`src/rtl/mcycle_unit.sv`:
```
// -----------------------------------------------------------------------------
// mcycle_unit
//   Iterative RV32M multiply/divide unit that sits beside the single-cycle ALU
//   in the execute stage. One iteration per clock for WIDTH clocks: shift-add
//   for multiply, restoring shift-subtract for divide. Operands are reduced to
//   magnitudes on accept, and the sign is re-applied on the final iteration.
//
// Ports
//   CLK       in   clock, all state on the rising edge
//   RESET     in   synchronous active-low reset
//   Start     in   request an operation (sampled in IDLE or DONE only)
//   MCycleOp  in   [1]=1 divide / 0 multiply, [0]=1 unsigned / 0 signed
//   Operand1  in   multiplicand / dividend
//   Operand2  in   multiplier / divisor
//   Result1   out  low product word / quotient (registered)
//   Result2   out  high product word / remainder (registered)
//   Busy      out  combinational stall request to the pipeline
//   Done      out  registered one-cycle pulse, results valid
// -----------------------------------------------------------------------------
module mcycle_unit #(
    parameter int WIDTH = 32
) (
    input  logic             CLK,
    input  logic             RESET,
    input  logic             Start,
    input  logic [1:0]       MCycleOp,
    input  logic [WIDTH-1:0] Operand1,
    input  logic [WIDTH-1:0] Operand2,
    output logic [WIDTH-1:0] Result1,
    output logic [WIDTH-1:0] Result2,
    output logic             Busy,
    output logic             Done
);

    localparam int CW = $clog2(WIDTH + 1);
    localparam logic [CW-1:0] LAST_ITER = CW'(WIDTH - 1);

    typedef enum logic [1:0] {
        S_IDLE,
        S_COMPUTE,
        S_DONE
    } state_t;

    state_t r_state;
    state_t w_state_next;

    // Latched operation context
    logic               r_is_div;
    logic               r_neg_res;     // negate product / quotient
    logic               r_neg_rem;     // remainder follows dividend sign
    logic               r_div_zero;
    logic [WIDTH-1:0]   r_op1_raw;     // original dividend for divide-by-zero
    logic [WIDTH-1:0]   r_mag1;
    logic [WIDTH-1:0]   r_mag2;
    logic [CW-1:0]      r_count;

    // Iteration state
    logic [2*WIDTH-1:0] r_acc;         // {partial product, remaining multiplier}
    logic [WIDTH-1:0]   r_rem;         // partial remainder (always < divisor)
    logic [WIDTH-1:0]   r_quo;         // {remaining dividend bits, quotient bits}

    logic [WIDTH-1:0]   r_result1;
    logic [WIDTH-1:0]   r_result2;
    logic               r_done;

    logic               w_accept;
    logic               w_last;
    logic               w_is_signed;
    logic               w_op1_neg;
    logic               w_op2_neg;
    logic [WIDTH-1:0]   w_mag1;
    logic [WIDTH-1:0]   w_mag2;

    logic [WIDTH:0]     w_mul_sum;
    logic [2*WIDTH-1:0] w_acc_next;
    logic [WIDTH:0]     w_div_shift;
    logic [WIDTH:0]     w_div_diff;
    logic               w_borrow;
    logic [WIDTH-1:0]   w_rem_next;
    logic [WIDTH-1:0]   w_quo_next;

    logic [2*WIDTH-1:0] w_prod_fix;
    logic [WIDTH-1:0]   w_quo_fix;
    logic [WIDTH-1:0]   w_rem_fix;
    logic [WIDTH-1:0]   w_res1;
    logic [WIDTH-1:0]   w_res2;

    // ------------------------------------------------------------------
    // FSM
    // ------------------------------------------------------------------
    always_ff @(posedge CLK) begin
        if (!RESET) begin
            r_state <= S_IDLE;
        end else begin
            r_state <= w_state_next;
        end
    end

    always_comb begin
        w_state_next = r_state;
        Busy         = 1'b0;
        case (r_state)
            S_IDLE: begin
                Busy = Start;
                if (Start) begin
                    w_state_next = S_COMPUTE;
                end
            end
            S_COMPUTE: begin
                Busy = 1'b1;
                if (r_count == LAST_ITER) begin
                    w_state_next = S_DONE;
                end
            end
            S_DONE: begin
                // Busy drops here so the stall releases; a new Start re-asserts it.
                Busy         = Start;
                w_state_next = Start ? S_COMPUTE : S_IDLE;
            end
            default: begin
                w_state_next = S_IDLE;
            end
        endcase
    end

    assign w_accept = ((r_state == S_IDLE) || (r_state == S_DONE)) && Start;
    assign w_last   = (r_state == S_COMPUTE) && (r_count == LAST_ITER);

    // ------------------------------------------------------------------
    // Operand conditioning on accept
    // ------------------------------------------------------------------
    assign w_is_signed = ~MCycleOp[0];
    assign w_op1_neg   = w_is_signed & Operand1[WIDTH-1];
    assign w_op2_neg   = w_is_signed & Operand2[WIDTH-1];
    assign w_mag1      = w_op1_neg ? (~Operand1 + 1'b1) : Operand1;
    assign w_mag2      = w_op2_neg ? (~Operand2 + 1'b1) : Operand2;

    // ------------------------------------------------------------------
    // One iteration of each datapath
    // ------------------------------------------------------------------
    // Shift-add: add multiplicand into the upper half when the multiplier LSB
    // is set, then shift the whole accumulator right keeping the carry.
    assign w_mul_sum  = {1'b0, r_acc[2*WIDTH-1:WIDTH]}
                      + {1'b0, (r_acc[0] ? r_mag1 : {WIDTH{1'b0}})};
    assign w_acc_next = {w_mul_sum, r_acc[WIDTH-1:1]};

    // Restoring divide. The shifted partial remainder needs WIDTH+1 bits.
    // Because it is always below twice the divisor, bit WIDTH of the
    // difference is set exactly when the subtraction borrows.
    assign w_div_shift = {r_rem, r_quo[WIDTH-1]};
    assign w_div_diff  = w_div_shift - {1'b0, r_mag2};
    assign w_borrow    = w_div_diff[WIDTH];
    assign w_rem_next  = w_borrow ? w_div_shift[WIDTH-1:0] : w_div_diff[WIDTH-1:0];
    assign w_quo_next  = {r_quo[WIDTH-2:0], ~w_borrow};

    // ------------------------------------------------------------------
    // Sign correction and special cases on the final iteration.
    // The signed overflow case (most-negative / -1) needs no special path:
    // the magnitude quotient is 2^(WIDTH-1), whose negation wraps to itself,
    // and the remainder is zero.
    // ------------------------------------------------------------------
    assign w_prod_fix = r_neg_res ? (~w_acc_next + 1'b1) : w_acc_next;
    assign w_quo_fix  = r_neg_res ? (~w_quo_next + 1'b1) : w_quo_next;
    assign w_rem_fix  = r_neg_rem ? (~w_rem_next + 1'b1) : w_rem_next;

    always_comb begin
        w_res1 = w_prod_fix[WIDTH-1:0];
        w_res2 = w_prod_fix[2*WIDTH-1:WIDTH];
        if (r_is_div) begin
            if (r_div_zero) begin
                w_res1 = {WIDTH{1'b1}};
                w_res2 = r_op1_raw;
            end else begin
                w_res1 = w_quo_fix;
                w_res2 = w_rem_fix;
            end
        end
    end

    // ------------------------------------------------------------------
    // Datapath registers
    // ------------------------------------------------------------------
    always_ff @(posedge CLK) begin
        if (!RESET) begin
            r_is_div   <= 1'b0;
            r_neg_res  <= 1'b0;
            r_neg_rem  <= 1'b0;
            r_div_zero <= 1'b0;
            r_op1_raw  <= '0;
            r_mag1     <= '0;
            r_mag2     <= '0;
            r_count    <= '0;
            r_acc      <= '0;
            r_rem      <= '0;
            r_quo      <= '0;
            r_result1  <= '0;
            r_result2  <= '0;
            r_done     <= 1'b0;
        end else begin
            r_done <= w_last;
            if (w_accept) begin
                r_is_div   <= MCycleOp[1];
                r_neg_res  <= w_op1_neg ^ w_op2_neg;
                r_neg_rem  <= w_op1_neg;
                r_div_zero <= (Operand2 == '0);
                r_op1_raw  <= Operand1;
                r_mag1     <= w_mag1;
                r_mag2     <= w_mag2;
                r_count    <= '0;
                r_acc      <= {{WIDTH{1'b0}}, w_mag2};
                r_rem      <= '0;
                r_quo      <= w_mag1;
            end else if (r_state == S_COMPUTE) begin
                r_count <= r_count + CW'(1);
                r_acc   <= w_acc_next;
                r_rem   <= w_rem_next;
                r_quo   <= w_quo_next;
                if (w_last) begin
                    r_result1 <= w_res1;
                    r_result2 <= w_res2;
                end
            end
        end
    end

    assign Result1 = r_result1;
    assign Result2 = r_result2;
    assign Done    = r_done;

endmodule

```
`config.mk`:
```
export PLATFORM = sky130hd
export DESIGN_NAME = mcycle_unit
export DESIGN_NICKNAME = d
export VERILOG_FILES = /design/src/rtl/mcycle_unit.sv
export SDC_FILE = /design/constraint.sdc
export NUM_CORES = 1
export LEC_CHECK = 0
export CAP_MARGIN = 10
export CELL_PAD_IN_SITES_DETAIL_PLACEMENT = 1
export CELL_PAD_IN_SITES_GLOBAL_PLACEMENT = 1
export CORE_ASPECT_RATIO = 2
export CORE_MARGIN = 2
export CORE_UTILIZATION = 48
export DETAILED_ROUTE_END_ITERATION = 10
export PLACE_DENSITY_LB_ADDON = 0.1
export SLEW_MARGIN = 30
export SYNTH_ARGS = -nofsm -noshare
export SYNTH_HDL_FRONTEND = slang
export SYNTH_SLANG_ARGS = --single-unit
```
`constraint.sdc`:
```
create_clock -name CLK -period 8.1 [get_ports CLK]
set_input_delay 1.215 -clock CLK [delete_from_list [all_inputs] [get_ports CLK]]
set_output_delay 1.215 -clock CLK [all_outputs]
set_load 0.005 [all_outputs]
```
# --- Word level (Yosys, flattened, before mapping) ---
# Cells that the tools add are included.
classes:
  add_sub_neg: 8
  eq_ne: 5
  muxes: 20
  bitwise_logic: 12
  n_reduce_logical: 10
ops:
  columns: ["cell", "n"]
  rows:
  - ["$mux 32", 14]
  - ["$add 32x1->32 const B", 4]
  - ["$not 32->32", 4]
  - ["$add 64x1->64 const B", 1]
  - ["$mux 64", 1]
  - ["$not 64->64", 1]
  - ["$add 32x32->33", 1]
  - ["$sub 33x32->33", 1]
  - ["$logic_not 32->1", 1]
  - ["$add 6x1->6 const B", 1]
  - ["$eq 6x5->1 const B", 1]
  - ["$pmux 2 s3", 1]
  - ["$mux 2", 2]
  - ["$not 1->1", 4]
  - ["$reduce_or 2->1", 2]
  - ["$reduce_and 3->1", 1]
  - ["$and 1x1->1", 2]
  - ["$eq 2x1->1 const B", 1]
  - ["$eq 2x2->1 const B", 1]
  - ["$logic_and 1x1->1", 2]
  - ["$logic_not 2->1", 1]
  - ["$ne 2x1->1 const B", 1]
  - ["$ne 2x2->1 const B", 1]
  - ["$pmux 1 s2", 1]
  - ["5 further kinds", 5]
word_totals:
  reg_bits: 301
  in_bits: 69
  output_inout_bits: 66

# --- Longest topological paths before layout ---
depth:
  depth_word: 7
  depth_mapped: 25
  depth_no_buf: 22

# --- Worst setup path after synthesis ---
# No wires, ideal clock.
synth_path:
  kind: "reg-to-reg"
  start: "register r_quo[31]"
  end: "register r_result2[22], in the netlist Result2[22]"
  arrival_ns: 4.885
  t_required_ns: 7.968
  slack_ns: 3.083
  stages_incl_launch_ff: 25
  synth_period_minus_slack_ns: 5.017
  cell_sequence: "dfxtp_1 inv_1 ha_1 fa_1 nand2b_1 a21o_1 o2bb2ai_1 o41ai_2 a31oi_1 xnor2_2 inv_1 buf_2 clkbuf_1 clkbuf_1 nor2_1 a21oi_1 ha_1 nand2_1 nor3_1 mux2_2 o2111ai_1 o21ai_0 xor2_1 a221oi_1 a21oi_1"
synth_via:
  elab_chain_cells: 7
synth_lines:
  columns: ["element", "line_no", "source"]
  rows:
  - ["start: declaration", "60", "logic [WIDTH-1:0] r_quo;"]
  - ["start signal: assignment", "212", "r_quo <= w_mag1;"]
  - ["start signal: assignment", "217", "r_quo <= w_quo_next;"]
  - ["$sub 33x32->33", "151", "assign w_div_diff = w_div_shift - {1'b0, r_mag2};"]
  - ["$mux 32 *", "153", "assign w_rem_next = w_borrow ? w_div_shift[WIDTH-1:0] : w_div_diff[WIDTH-1:0];"]
  - ["$not 32->32", "164", "assign w_rem_fix = r_neg_rem ? (~w_rem_next + 1'b1) : w_rem_next;"]
  - ["$add 32x1->32", "164", null]
  - ["$mux 32 *", "164", null]
  - ["$mux 32 *", "170", "if (r_div_zero) begin"]
  - ["$mux 32 *", "169", "if (r_is_div) begin"]
  - ["end signal: assignment", "220", "r_result2 <= w_res2;"]
  - ["end: declaration", "63", "logic [WIDTH-1:0] r_result2;"]
# Mark *: on every way between the ends. The rest lies on a longest branch, timed or not.
# A chain may end at the register's enable or synchronous reset.

# --- Worst setup path after layout ---
# Same ends and word-level chain as after synthesis.

==> results.txt <==
R2r startpoint: r_quo[31]
CTS root buf: clkbuf_16
Routed wire length: 86700 um
Util after Layout: 55.2%
# diodes: 0
Sink Count: 300
Via count: 21300
Area growth from synthesis to layout: 13.5%
R2R depth: 22
Worst Setup End Kind: flop
YS warnings: 0
Slew Limit Fails: 0
CP endpoint: Result2[22]
LEAKAGE: 8.57 nW
Post-route worst setup slack: 2360 ps
CP Max Fanout: 58
Final setup violation count: 0
Vias in the first global route: 22300
Post-synth top cells: 400 x nand2_1, 300 x dfxtp_1, 269 x a21oi_1
Simple-Gate Fraction of Synth Area: 22.5%
Post-route minimum period: 5740 ps
CP startpoint kind: flop
Worst-margin pin slew: 1170 ps
Achievable Freq: 174 MHz
Pre-Repair DR Iteration Count: 5
Max-slew headroom: 21.2%
Pwr Density: 202 nW/um^2
Hold-fix buffers, CTS: 0
CP Class: reg -> reg
Initial antenna violation count: 0
Critical Path AT: 6180 ps
HP Class: reg -> reg
Synth Register Bits: 300
First-pass GRT wire length: 130000 um
FF-to-FF End: Result2[22]
Area leader, netlist: dfxtp_1
Run status: completed
DR iter-0 viols: 1170
Synthesized area: 20000 um^2
Adder-cell share of the synthesized area: 4.58%
Die Wd: 148 um
Share of cells above drive strength 1: 4.91%
Full die area: 43400 um^2
Final nets: 2866
Tcrit/Tclk final: 70.8%
Clk_skew: 13.2 ps
FF-to-FF setup slack: 2360 ps
Worst slack, placed: 2520 ps
Post-CTS resize count: 0
Largest net degree at the start of global routing: 88
Distinct cells, synth: 90
RSZ-0062 raised after global routing: no
IO Count: 135
Synth Area in XOR/XNOR: 8.75%
Largest family of logic cells by synthesized area: compound AO/OA/AOI/OAI gates
Die extent in y: 293 um
Yosys top cell area share: 30.0%
Antenna viol nets, final: 0
Worst-Skew Late Latency: 600 ps
Synth Area per Inst: 7.40 um^2
Complex-gate fraction of the synthesized area: 27.2%
Grt ovf: 0
Placed cells: 3228
Finished Layout Cells: 3284
Post-synth EDFFs: 0
Core Area: 41100 um^2
Wirelength per Cell: 26.4 um
Vias per inst: 6.47
Clock buffer depth: 3
Gpl congestion: 0.996
Core Rows: 105
Crit. Startpoint: r_quo[31]
Clock transition at the registers of the reported paths: 70 ps
Data required, critical path: 8540 ps
Post-synthesis sequential area ratio: 30.0%
Final Total Pwr: 0.00458 W
Top post-synthesis cells by area: dfxtp_1 30%, nand2_1 7.5%, a21oi_1 6.7%
CTS tree: yes
Syn Nets: 2842
Final TNS setup: 0 ps
DR DRC count: 0
GRT Resource Usage Total: 39.0%
Peak supply drop: 219 uV
Ys async rst share: 0%
Synth Instances: 2701
Top FF cell, synth: dfxtp_1
Post-DP HPWL: 66400 um
Cts bufs inserted: 30
Max-cap viol count: 0
Final Hold Viols: 0
Most frequent cell after synthesis: nand2_1
Starting Density: 48.6%
H-tree lvl count: 1
Setup Fix Bufs, Post-CTS: 0
Mux contribution to synthesized area: 2.16%
Number of port buffers: 134
## cell type report
| cell class | instances | area (um^2) |
|---|---|---|
| clock buffer | 41 | 863 |
| clock inverter | 15 | 194 |
| fill | 5143 | 18400 |
| inverter | 72 | 270 |
| multi-input combinational | 2153 | 13100 |
| sequential | 300 | 6010 |
| tap | 535 | 669 |
| timing repair buffer | 168 | 1590 |
## registers in the layout, indices dropped and copies added, names as in the netlist
signal and cells:
r_state 2, Result2 32, r_neg_rem 1, r_count 6, r_is_div 1, r_acc 64, Done 1, r_div_zero 1
r_mag2 32, r_quo 32, r_mag1 31, Result1 32, r_op1_raw 32, r_rem 32, r_neg_res 1
## report_power, final
part	leakage [nW]	switching, W	internal (W)	total, W
logic	5.60	0.000925	0.000466	0.00139
clock network	0.515	0.000659	0.000875	0.00153
registers	2.46	0.000101	0.00156	0.00166
total	8.57	0.00168	0.00290	0.00458
## per-stage QoR
stage | cell area [um^2] | hold WS [ps]
floorplan | 20000 | 431
global placement | 21600 | 442
detailed placement | 21600 | 449
CTS | 22700 | 463
global route | 22700 | 478
finish | 22700 | 462
## cells by family (layout without fill, tap and decap cells)
| group | after synthesis | after routing |
|---|---|---|
| simple gates | 967 | 967 |
| flops | 300 | 300 |
| xor+xnor | 199 | 199 |
| fa+ha+maj | 72 | 72 |
| buf+inv | 248 | 296 |
| compound gates | 876 | 876 |
| mux | 39 | 39 |
## layout by cell type, fill, tap and decap left out, types with 10 or more instances in the layout
cell and count:
inv_1 67, nor4_1 23, o21a_1 18, clkdlybuf4s50_1 133, or4_1 11, xor2_1 96
nor2b_1 13, nand2_1 399, o22ai_1 12, o221ai_1 17, buf_4 35, dfxtp_1 298
xnor2_1 102, nor2_1 240, o41ai_1 12, a221oi_1 17, nand3_1 34, a21oi_1 269
a21o_1 29, o211ai_1 31, nand2b_1 18, nor3_1 55, a31oi_1 85, clkbuf_16 31
or2_2 10, and2_1 52, and3_1 11, o31ai_1 38, or3_1 24, ha_1 70
a211oi_1 43, o21ai_0 209, mux2i_1 33, nand4_1 24
## worst max-delay path, stage by stage, from the launching register on
cell	delay [ps]
dfxtp_1	360
inv_1	80
ha_1	230
fa_1	400
nand2b_1	210
a21o_1	220
o2bb2ai_1	200
o41ai_2	560
a31oi_1	290
xnor2_4	200
clkinv_1	60
buf_4	510
nor2_1	80
a21oi_1	250
ha_1	300
nand2_1	100
nor3_1	210
mux2_2	260
o2111ai_1	210
o21ai_0	290
xor2_1	110
a221oi_1	280
a21oi_1	120
## routing by layer
metal	global-route usage, %	share of wire [%]	vias up
met1	38.4	34	10400
met4	39.8	12	0
met3	4.74	4.5	346
met2	68.0	49	748
met5	0	0	-
li1	-	-	9756
## worst min path at each step
stage,endpoint,slack (ps),cells after the start,from
after floorplan,r_op1_raw[28],430,2,r_op1_raw[28]
after global placement,r_op1_raw[28],440,2,r_op1_raw[28]
after detailed placement,r_mag1[9],450,2,r_mag1[9]
after CTS,r_op1_raw[12],460,2,r_op1_raw[12]
after global routing,r_op1_raw[17],480,2,r_op1_raw[17]
final,r_acc[47],460,2,r_acc[47]
Note: power is estimated with default switching activity, not from simulation.
